`src/rtl/timer_cmp_pkg.sv`:
```
// Shared types, default sizes and the round-robin search function for the
// timer compare scheduler.
package timer_cmp_pkg;

    localparam int DEF_NUM_CH = 4;
    localparam int DEF_CNT_W  = 64;
    localparam int MAX_CH     = 16;

    typedef enum logic {
        ST_IDLE = 1'b0,
        ST_SCAN = 1'b1
    } state_t;

    // First armed index strictly after ptr, wrapping; ptr itself is checked last
    // so a lone armed channel is revisited. Returns ptr when nothing is armed.
    function automatic int next_armed(input logic [MAX_CH-1:0] armed,
                                      input int ptr,
                                      input int num_ch);
        int idx;
        logic [MAX_CH-1:0] sh;
        next_armed = ptr;
        for (int k = MAX_CH; k >= 1; k--) begin
            if (k <= num_ch) begin
                idx = (ptr + k) % num_ch;
                sh  = armed >> idx;
                if (sh[0]) next_armed = idx;
            end
        end
    endfunction

endpackage

```
`src/rtl/timer_cmp_sched_if.sv`:
```
// Configuration and status bus of the timer compare scheduler.
// TIMER_CMP_AUTO_RELOAD_EN adds the period and reload fields.
interface timer_cmp_sched_if
    import timer_cmp_pkg::*;
#(
    parameter int NUM_CH = DEF_NUM_CH,
    parameter int CNT_W  = DEF_CNT_W
);
    localparam int CH_W = $clog2(NUM_CH);

    logic              cfg_wr;
    logic [CH_W-1:0]   cfg_ch;
    logic [CNT_W-1:0]  cfg_cmp;
    logic              cfg_arm;
`ifdef TIMER_CMP_AUTO_RELOAD_EN
    logic [CNT_W-1:0]  cfg_per;
    logic              cfg_reload;
`endif
    logic [NUM_CH-1:0] int_en;
    logic [NUM_CH-1:0] int_clr;
    logic [NUM_CH-1:0] int_sts;
    logic [NUM_CH-1:0] cmp_match;
    logic [NUM_CH-1:0] armed;
    logic              tim_int;

`ifdef TIMER_CMP_AUTO_RELOAD_EN
    modport master (output cfg_wr, cfg_ch, cfg_cmp, cfg_arm, cfg_per, cfg_reload,
                           int_en, int_clr,
                    input  int_sts, cmp_match, armed, tim_int);
    modport slave  (input  cfg_wr, cfg_ch, cfg_cmp, cfg_arm, cfg_per, cfg_reload,
                           int_en, int_clr,
                    output int_sts, cmp_match, armed, tim_int);
`else
    modport master (output cfg_wr, cfg_ch, cfg_cmp, cfg_arm, int_en, int_clr,
                    input  int_sts, cmp_match, armed, tim_int);
    modport slave  (input  cfg_wr, cfg_ch, cfg_cmp, cfg_arm, int_en, int_clr,
                    output int_sts, cmp_match, armed, tim_int);
`endif

endinterface

```
`src/rtl/timer_cmp_rr_pick.sv`:
```
// Round-robin picker: next armed channel after ptr, priority rotated from ptr+1.
module timer_cmp_rr_pick
    import timer_cmp_pkg::*;
#(
    parameter int NUM_CH = DEF_NUM_CH,
    parameter int CH_W   = $clog2(NUM_CH)
) (
    input  logic [NUM_CH-1:0] armed,
    input  logic [CH_W-1:0]   ptr,
    output logic [CH_W-1:0]   pick
);
    logic [MAX_CH-1:0] armed_ext;

    always_comb begin
        armed_ext             = '0;
        armed_ext[NUM_CH-1:0] = armed;
        pick                  = CH_W'(next_armed(armed_ext, int'(ptr), NUM_CH));
    end

endmodule

```
`src/rtl/timer_cmp_sched.sv`:
```
// Shares one magnitude comparator across NUM_CH timer compare channels.
// TIMER_CMP_AUTO_RELOAD_EN enables periodic (auto-reload) channels.
//
//  state   | meaning
//  --------+-------------------------------------------------------------
//  ST_IDLE | no scanning; waits for timer_en, !dbg_mode and an armed channel
//  ST_SCAN | one armed channel compared against cnt per cycle (held in dbg)
module timer_cmp_sched
    import timer_cmp_pkg::*;
#(
    parameter int NUM_CH = DEF_NUM_CH,
    parameter int CNT_W  = DEF_CNT_W
) (
    input  logic             clk,
    input  logic             rst,
    input  logic             timer_en,
    input  logic             dbg_mode,
    input  logic [CNT_W-1:0] cnt,
    timer_cmp_sched_if.slave bus
);
    localparam int CH_W = $clog2(NUM_CH);

    state_t            state, state_nxt;
    logic [CNT_W-1:0]  cmp_r [NUM_CH];
    logic [NUM_CH-1:0] armed_r, sts_r, match_r;
    logic [NUM_CH-1:0] hit_vec, disarm_vec;
    logic [CH_W-1:0]   ptr, ptr_nxt;
    logic              scan_step, hit, write_hit;

`ifdef TIMER_CMP_AUTO_RELOAD_EN
    logic [CNT_W-1:0]  per_r [NUM_CH];
    logic [NUM_CH-1:0] reload_r, wrap_r;
    logic [CNT_W-1:0]  cnt_prev;
    logic [CNT_W:0]    reload_sum;
    logic              cnt_wrapped;

    assign reload_sum  = {1'b0, cmp_r[ptr]} + {1'b0, per_r[ptr]};
    assign cnt_wrapped = cnt < cnt_prev;
    assign disarm_vec  = hit_vec & ~reload_r;
    // A compare value that wrapped past 2^CNT_W waits until cnt wraps too.
    assign hit         = scan_step && armed_r[ptr] && !wrap_r[ptr] && (cnt >= cmp_r[ptr]);
`else
    assign disarm_vec  = hit_vec;
    assign hit         = scan_step && armed_r[ptr] && (cnt >= cmp_r[ptr]);
`endif

    assign write_hit = bus.cfg_wr && (bus.cfg_ch == ptr);
    assign hit_vec   = (hit && !write_hit) ? (NUM_CH'(1) << ptr) : '0;

    timer_cmp_rr_pick #(.NUM_CH(NUM_CH), .CH_W(CH_W)) u_pick (
        .armed (armed_r),
        .ptr   (ptr),
        .pick  (ptr_nxt)
    );

    always_comb begin
        state_nxt = state;
        scan_step = 1'b0;
        case (state)
            ST_IDLE: if (timer_en && !dbg_mode && (armed_r != '0)) state_nxt = ST_SCAN;
            ST_SCAN: begin
                if (!timer_en || (armed_r == '0)) state_nxt = ST_IDLE;
                else if (!dbg_mode)               scan_step = 1'b1;
            end
            default: state_nxt = ST_IDLE;
        endcase
    end

    always_ff @(posedge clk) begin
        if (rst) begin
            state   <= ST_IDLE;
            ptr     <= '0;
            armed_r <= '0;
            sts_r   <= '0;
            match_r <= '0;
            for (int i = 0; i < NUM_CH; i++) cmp_r[i] <= '0;
`ifdef TIMER_CMP_AUTO_RELOAD_EN
            for (int i = 0; i < NUM_CH; i++) per_r[i] <= '0;
            reload_r <= '0;
            wrap_r   <= '0;
            cnt_prev <= '0;
`endif
        end else begin
            state   <= state_nxt;
            match_r <= hit_vec;
            sts_r   <= (sts_r & ~bus.int_clr) | hit_vec;
            armed_r <= armed_r & ~disarm_vec;
            if (scan_step) ptr <= ptr_nxt;
`ifdef TIMER_CMP_AUTO_RELOAD_EN
            cnt_prev <= cnt;
            if (cnt_wrapped) wrap_r <= '0;
            if ((hit_vec != '0) && reload_r[ptr]) begin
                cmp_r[ptr] <= reload_sum[CNT_W-1:0];
                if (reload_sum[CNT_W] && !cnt_wrapped) wrap_r[ptr] <= 1'b1;
            end
`endif
            // Configuration write lands last so it overrides a same-cycle match.
            if (bus.cfg_wr) begin
                cmp_r[bus.cfg_ch]   <= bus.cfg_cmp;
                armed_r[bus.cfg_ch] <= bus.cfg_arm;
`ifdef TIMER_CMP_AUTO_RELOAD_EN
                per_r[bus.cfg_ch]    <= bus.cfg_per;
                reload_r[bus.cfg_ch] <= bus.cfg_reload;
                wrap_r[bus.cfg_ch]   <= 1'b0;
`endif
            end
        end
    end

    assign bus.int_sts   = sts_r;
    assign bus.cmp_match = match_r;
    assign bus.armed     = armed_r;
    assign bus.tim_int   = |(sts_r & bus.int_en);

endmodule
```
`src/flat_wrapper.sv`:
```
// flat-port wrapper written by rule: the top's interface ports become plain ports
module timer_cmp_sched_flat import timer_cmp_pkg::*;
#(
    parameter int NUM_CH = DEF_NUM_CH,
    parameter int CNT_W  = DEF_CNT_W
)
  (clk, rst, timer_en, dbg_mode, cnt, bus_cfg_wr, bus_cfg_ch, bus_cfg_cmp, bus_cfg_arm, bus_int_en, bus_int_clr, bus_int_sts, bus_cmp_match, bus_armed, bus_tim_int);
  timer_cmp_sched_if #(.NUM_CH(NUM_CH), .CNT_W(CNT_W)) bus_i ();
  input  logic clk;
  input  logic rst;
  input  logic timer_en;
  input  logic dbg_mode;
  input  logic [CNT_W-1:0] cnt;
  input wire logic [$bits(bus_i.cfg_wr)-1:0] bus_cfg_wr;
  input wire logic [$bits(bus_i.cfg_ch)-1:0] bus_cfg_ch;
  input wire logic [$bits(bus_i.cfg_cmp)-1:0] bus_cfg_cmp;
  input wire logic [$bits(bus_i.cfg_arm)-1:0] bus_cfg_arm;
  input wire logic [$bits(bus_i.int_en)-1:0] bus_int_en;
  input wire logic [$bits(bus_i.int_clr)-1:0] bus_int_clr;
  output wire logic [$bits(bus_i.int_sts)-1:0] bus_int_sts;
  output wire logic [$bits(bus_i.cmp_match)-1:0] bus_cmp_match;
  output wire logic [$bits(bus_i.armed)-1:0] bus_armed;
  output wire logic [$bits(bus_i.tim_int)-1:0] bus_tim_int;
  assign bus_i.cfg_wr = bus_cfg_wr;
  assign bus_i.cfg_ch = bus_cfg_ch;
  assign bus_i.cfg_cmp = bus_cfg_cmp;
  assign bus_i.cfg_arm = bus_cfg_arm;
  assign bus_i.int_en = bus_int_en;
  assign bus_i.int_clr = bus_int_clr;
  assign bus_int_sts = bus_i.int_sts;
  assign bus_cmp_match = bus_i.cmp_match;
  assign bus_armed = bus_i.armed;
  assign bus_tim_int = bus_i.tim_int;
  timer_cmp_sched #(.NUM_CH(NUM_CH), .CNT_W(CNT_W)) u_core (.clk(clk), .rst(rst), .timer_en(timer_en), .dbg_mode(dbg_mode), .cnt(cnt), .bus(bus_i));
endmodule
```
`config.mk`:
```
export PLATFORM = sky130hd
export DESIGN_NAME = timer_cmp_sched_flat
export DESIGN_NICKNAME = d
export VERILOG_FILES = /design/src/rtl/timer_cmp_pkg.sv /design/src/rtl/timer_cmp_sched_if.sv /design/src/rtl/timer_cmp_rr_pick.sv /design/src/rtl/timer_cmp_sched.sv /design/src/flat_wrapper.sv
export SDC_FILE = /design/constraint.sdc
export NUM_CORES = 1
export LEC_CHECK = 0
export CORE_ASPECT_RATIO = 1.1
export CORE_MARGIN = 3
export CORE_UTILIZATION = 45
export DETAILED_ROUTE_END_ITERATION = 10
export GPL_ROUTABILITY_DRIVEN = 0
export GPL_TIMING_DRIVEN = 0
export PLACE_DENSITY = 0.71
export SYNTH_ARGS = -nofsm -noshare
export SYNTH_HDL_FRONTEND = slang
export SYNTH_HIERARCHICAL = 1
export SYNTH_SLANG_ARGS = --single-unit
```
`constraint.sdc`:
```
create_clock -name clk -period 4.6 [get_ports clk]
set_clock_uncertainty 0.2 [all_clocks]
set_input_delay 0.92 -clock clk [delete_from_list [all_inputs] [get_ports clk]]
set_output_delay 0.92 -clock clk [all_outputs]
set_load 0.005 [all_outputs]
```
==> out/metrics.cfg <==
[run_status]
status = finished, final reports clean

[pwr]
total_power_w = 0.00587
seqPwrFrac = 0.502
power.density_nw_per_um2 = 365
swShare = 0.218
p_leak_nw = 6.21
internal_power_w = 0.00460
pwr-share-comb = 0.098
clkPwrFrac = 0.400
ir_worst_vdd_uv = 313
switchingPower_w = 0.00128

[setup_path]
arrival_ns = 4.64
cp_max_fo = 10
cp.required_ns = 4.84
crit_slowest_cell = clkbuf_1
critPathLaunchType = flip-flop
path_class = flip-flop to flip-flop
critPathCaptureType = flip-flop
max_stage_delay_ns = 0.73
worstPathCellList = clkbuf_1 -> mux4_2 -> inv_1 -> ha_1 -> nand4_1 -> nor4_2 -> a21boi_0 -> a311oi_1 -> or4_1 -> buf_2 -> o31ai_2

[synth]
synth_cells = 1019
ys_types = 45
avgSynthCellArea_um2 = 12.7
synth-async-reset-ratio = 0
synth_nets = 1227
yosysTopAreaCellShare = 0.593
ys_ff_latch = 273
yosysTopAreaCell = edfxtp_1
synth_ff_type = edfxtp_1
synth_edf_count = 256
syn-cell-area_um2 = 13000
synth.area.top_cells = edfxtp_1 (59%), mux4_2 (11%), ha_1 (6.2%)
seq_area_frac_synth = 0.619
yosysWarnings = 6

[sta]
setup_slack_ns = 0.201
fmax_mhz = 227
hold_ws_ns = 0.308
finalSetupViolCount = 0
period_share = 0.956
rsz0062_at_grt = no
tightest_slew_ns = 0.894
hold_violations = 0
maxSlewHeadroom = 0.404
drv_slew = 0
fin_crit_ns = 4.40

[finish]
fillers = 2307
diodes = 0
multiInputGateArea_um2 = 4270
areaGrowthSynthToFinish_pct = 24.0
final_util = 0.572
nNetsFinal = 1413
final_cell_area_um2 = 16100
regArea_um2 = 8030
drive_above_1_share = 0.108

[detailed_routing]
vias = 8465
avgRoutedWirePerCell_um = 19.7
totalWireLength_um = 31300
remaining_drc_errors = 0
viasPerCell = 5.33
first_pass_iters = 5
antenna_left = 0
drt_iter0_markers = 893

[clock_tree]
root_buffer = clkbuf_16
postCtsSetupRepairBufs = 0
cts_tree = yes
cts_buffers = 28
clock_sinks = 273
clk_latency_ns = 0.54
cts_max_level = 1
clkSlewWorstSetupHoldPaths_ns = 0.06
clockBufferDepth = 3

[die]
io_pins = 157
die_x_um = 168
dieArea_um2 = 30900
initial_utilization = 0.461
core-area_um2 = 28100
rows = 64
die_h_um = 184

[global_routing]
gr-total-overflow = 0
grt_pass1_wl_um = 48500
grt_use_total = 0.204
grt_max_degree = 59
antenna_found_initial = 0
first_global_vias = 8771

[run]
cap_violations = 0

[place]
port-buffer-count = 154
dp_worst_setup_slack_ns = -0.789
dp_hpwl_um = 21000
place_area_um2 = 15100

[hold_path]
holdCritPathClass = flip-flop to flip-flop

final cells by class:
type                    count  share of cell area
flip-flops and latches    273               0.499
multi-input cells         561               0.265
repair buffers            158               0.103
clock buffers              32              0.0458
inverters                 137              0.0323
well taps                 363              0.0283
clock inverters            19              0.0136
plain buffers              46              0.0125
flip-flops by register name, summed over array words and instances, names as in the netlist, named ones only:
name,count
u_core/cmp_r,256
u_core/bus.armed,4
u_core/bus.cmp_match,4
u_core/bus.int_sts,4
u_core/ptr,2
u_core/state,1
worst max-delay path, delay by kind of cell, from the launching register on:
kind / cells / cell delay [ns]
compound gates: 3 / 0.63
fa+ha+maj: 1 / 0.30
buf+inv: 3 / 0.97
flops: 1 / 0.64
mux: 1 / 0.36
simple gates: 3 / 1.20
worst paths after layout:
kind                                     from                               end  slack, ns  cells after the start
max                                 flip-flop  u_core/bus.int_sts[0]$_SDFF_PP0_       0.20                     11
min          u_core/bus.int_sts[2]$_SDFF_PP0_  u_core/bus.int_sts[2]$_SDFF_PP0_       0.31                      2
max reg2reg                         flip-flop  u_core/bus.int_sts[0]$_SDFF_PP0_       0.20                     11
min reg2reg  u_core/bus.int_sts[2]$_SDFF_PP0_  u_core/bus.int_sts[2]$_SDFF_PP0_       0.31                      2
per-layer routing:
layer,GRT usage,wire [µm],vias up
li1,-,-,3981
met1,0.280,13100,4103
met2,0.342,15200,317
met3,0.0269,2110,64
met4,0.0625,906,0
met5,0,0,-
through the flow:
step                      TNS (ns)  cells
after floorplan                  0   1019
after global placement      -57.74   1536
after detailed placement     -7.09   1540
after CTS                        0   1590
after global routing             0   1589
final                            0   1589
cell usage after synthesis, types with 2 or more instances:
master and number:
o211ai_1 2, mux4_2 65, nand4_1 13, buf_1 7, nor2b_1 5, nor3b_1 2, a21o_1 5, nor2_1 209
edfxtp_1 256, a221o_1 3, a22oi_1 6, o21ai_0 11, o21bai_1 2, nand2b_1 6, mux2i_1 3, or4_1 2
buf_2 2, nand2_1 87, nor3_1 7, clkbuf_1 39, ha_1 64, o21ai_1 2, a31oi_1 5, inv_1 137
a21oi_1 38, nand3_1 5, xnor2_1 2, dfxtp_1 17
power groups by stage:
| stage | logic, W | registers (W) | clock network, W |
|---|---|---|---|
| after floorplan | 0.000303 | 0.00299 | 0 |
| after CTS | 0.000583 | 0.00295 | 0.00238 |
| after global placement | 0.000552 | 0.00300 | 0 |
| final | 0.000576 | 0.00295 | 0.00235 |
| after detailed placement | 0.000579 | 0.00300 | 0 |
| after global routing | 0.000638 | 0.00296 | 0.00249 |
cell families after synthesis:
kind of cell	share of synthesized area
AND/OR/NAND/NOR	0.107
flip-flops	0.619
buffers and inverters	0.0537
AO/OA/AOI/OAI	0.0424
multiplexers	0.115
adder cells (fa/ha/maj)	0.0617
XOR/XNOR	0.00135
cells in the final DEF, fill, tap and decap left out, types with 6 or more instances in the layout:
cell and instances:
edfxtp_1 256, nor2_1 209, clkdlybuf4s50_1 154, inv_1 135
nand2_1 87, mux4_2 65, ha_1 64, a21oi_1 38
clkbuf_1 35, clkbuf_16 29, dfxtp_1 16, nand4_1 13
o21ai_0 11, clkinv_1 8, nor3_1 7, a22oi_1 6
nand2b_1 6
repair_timing:
item                       CTS  global route
pin swaps                    0             0
resized for setup           26             5
setup endpoints to repair   12            10
hold buffers                 0             0
Power figures use the tool's default switching activity.
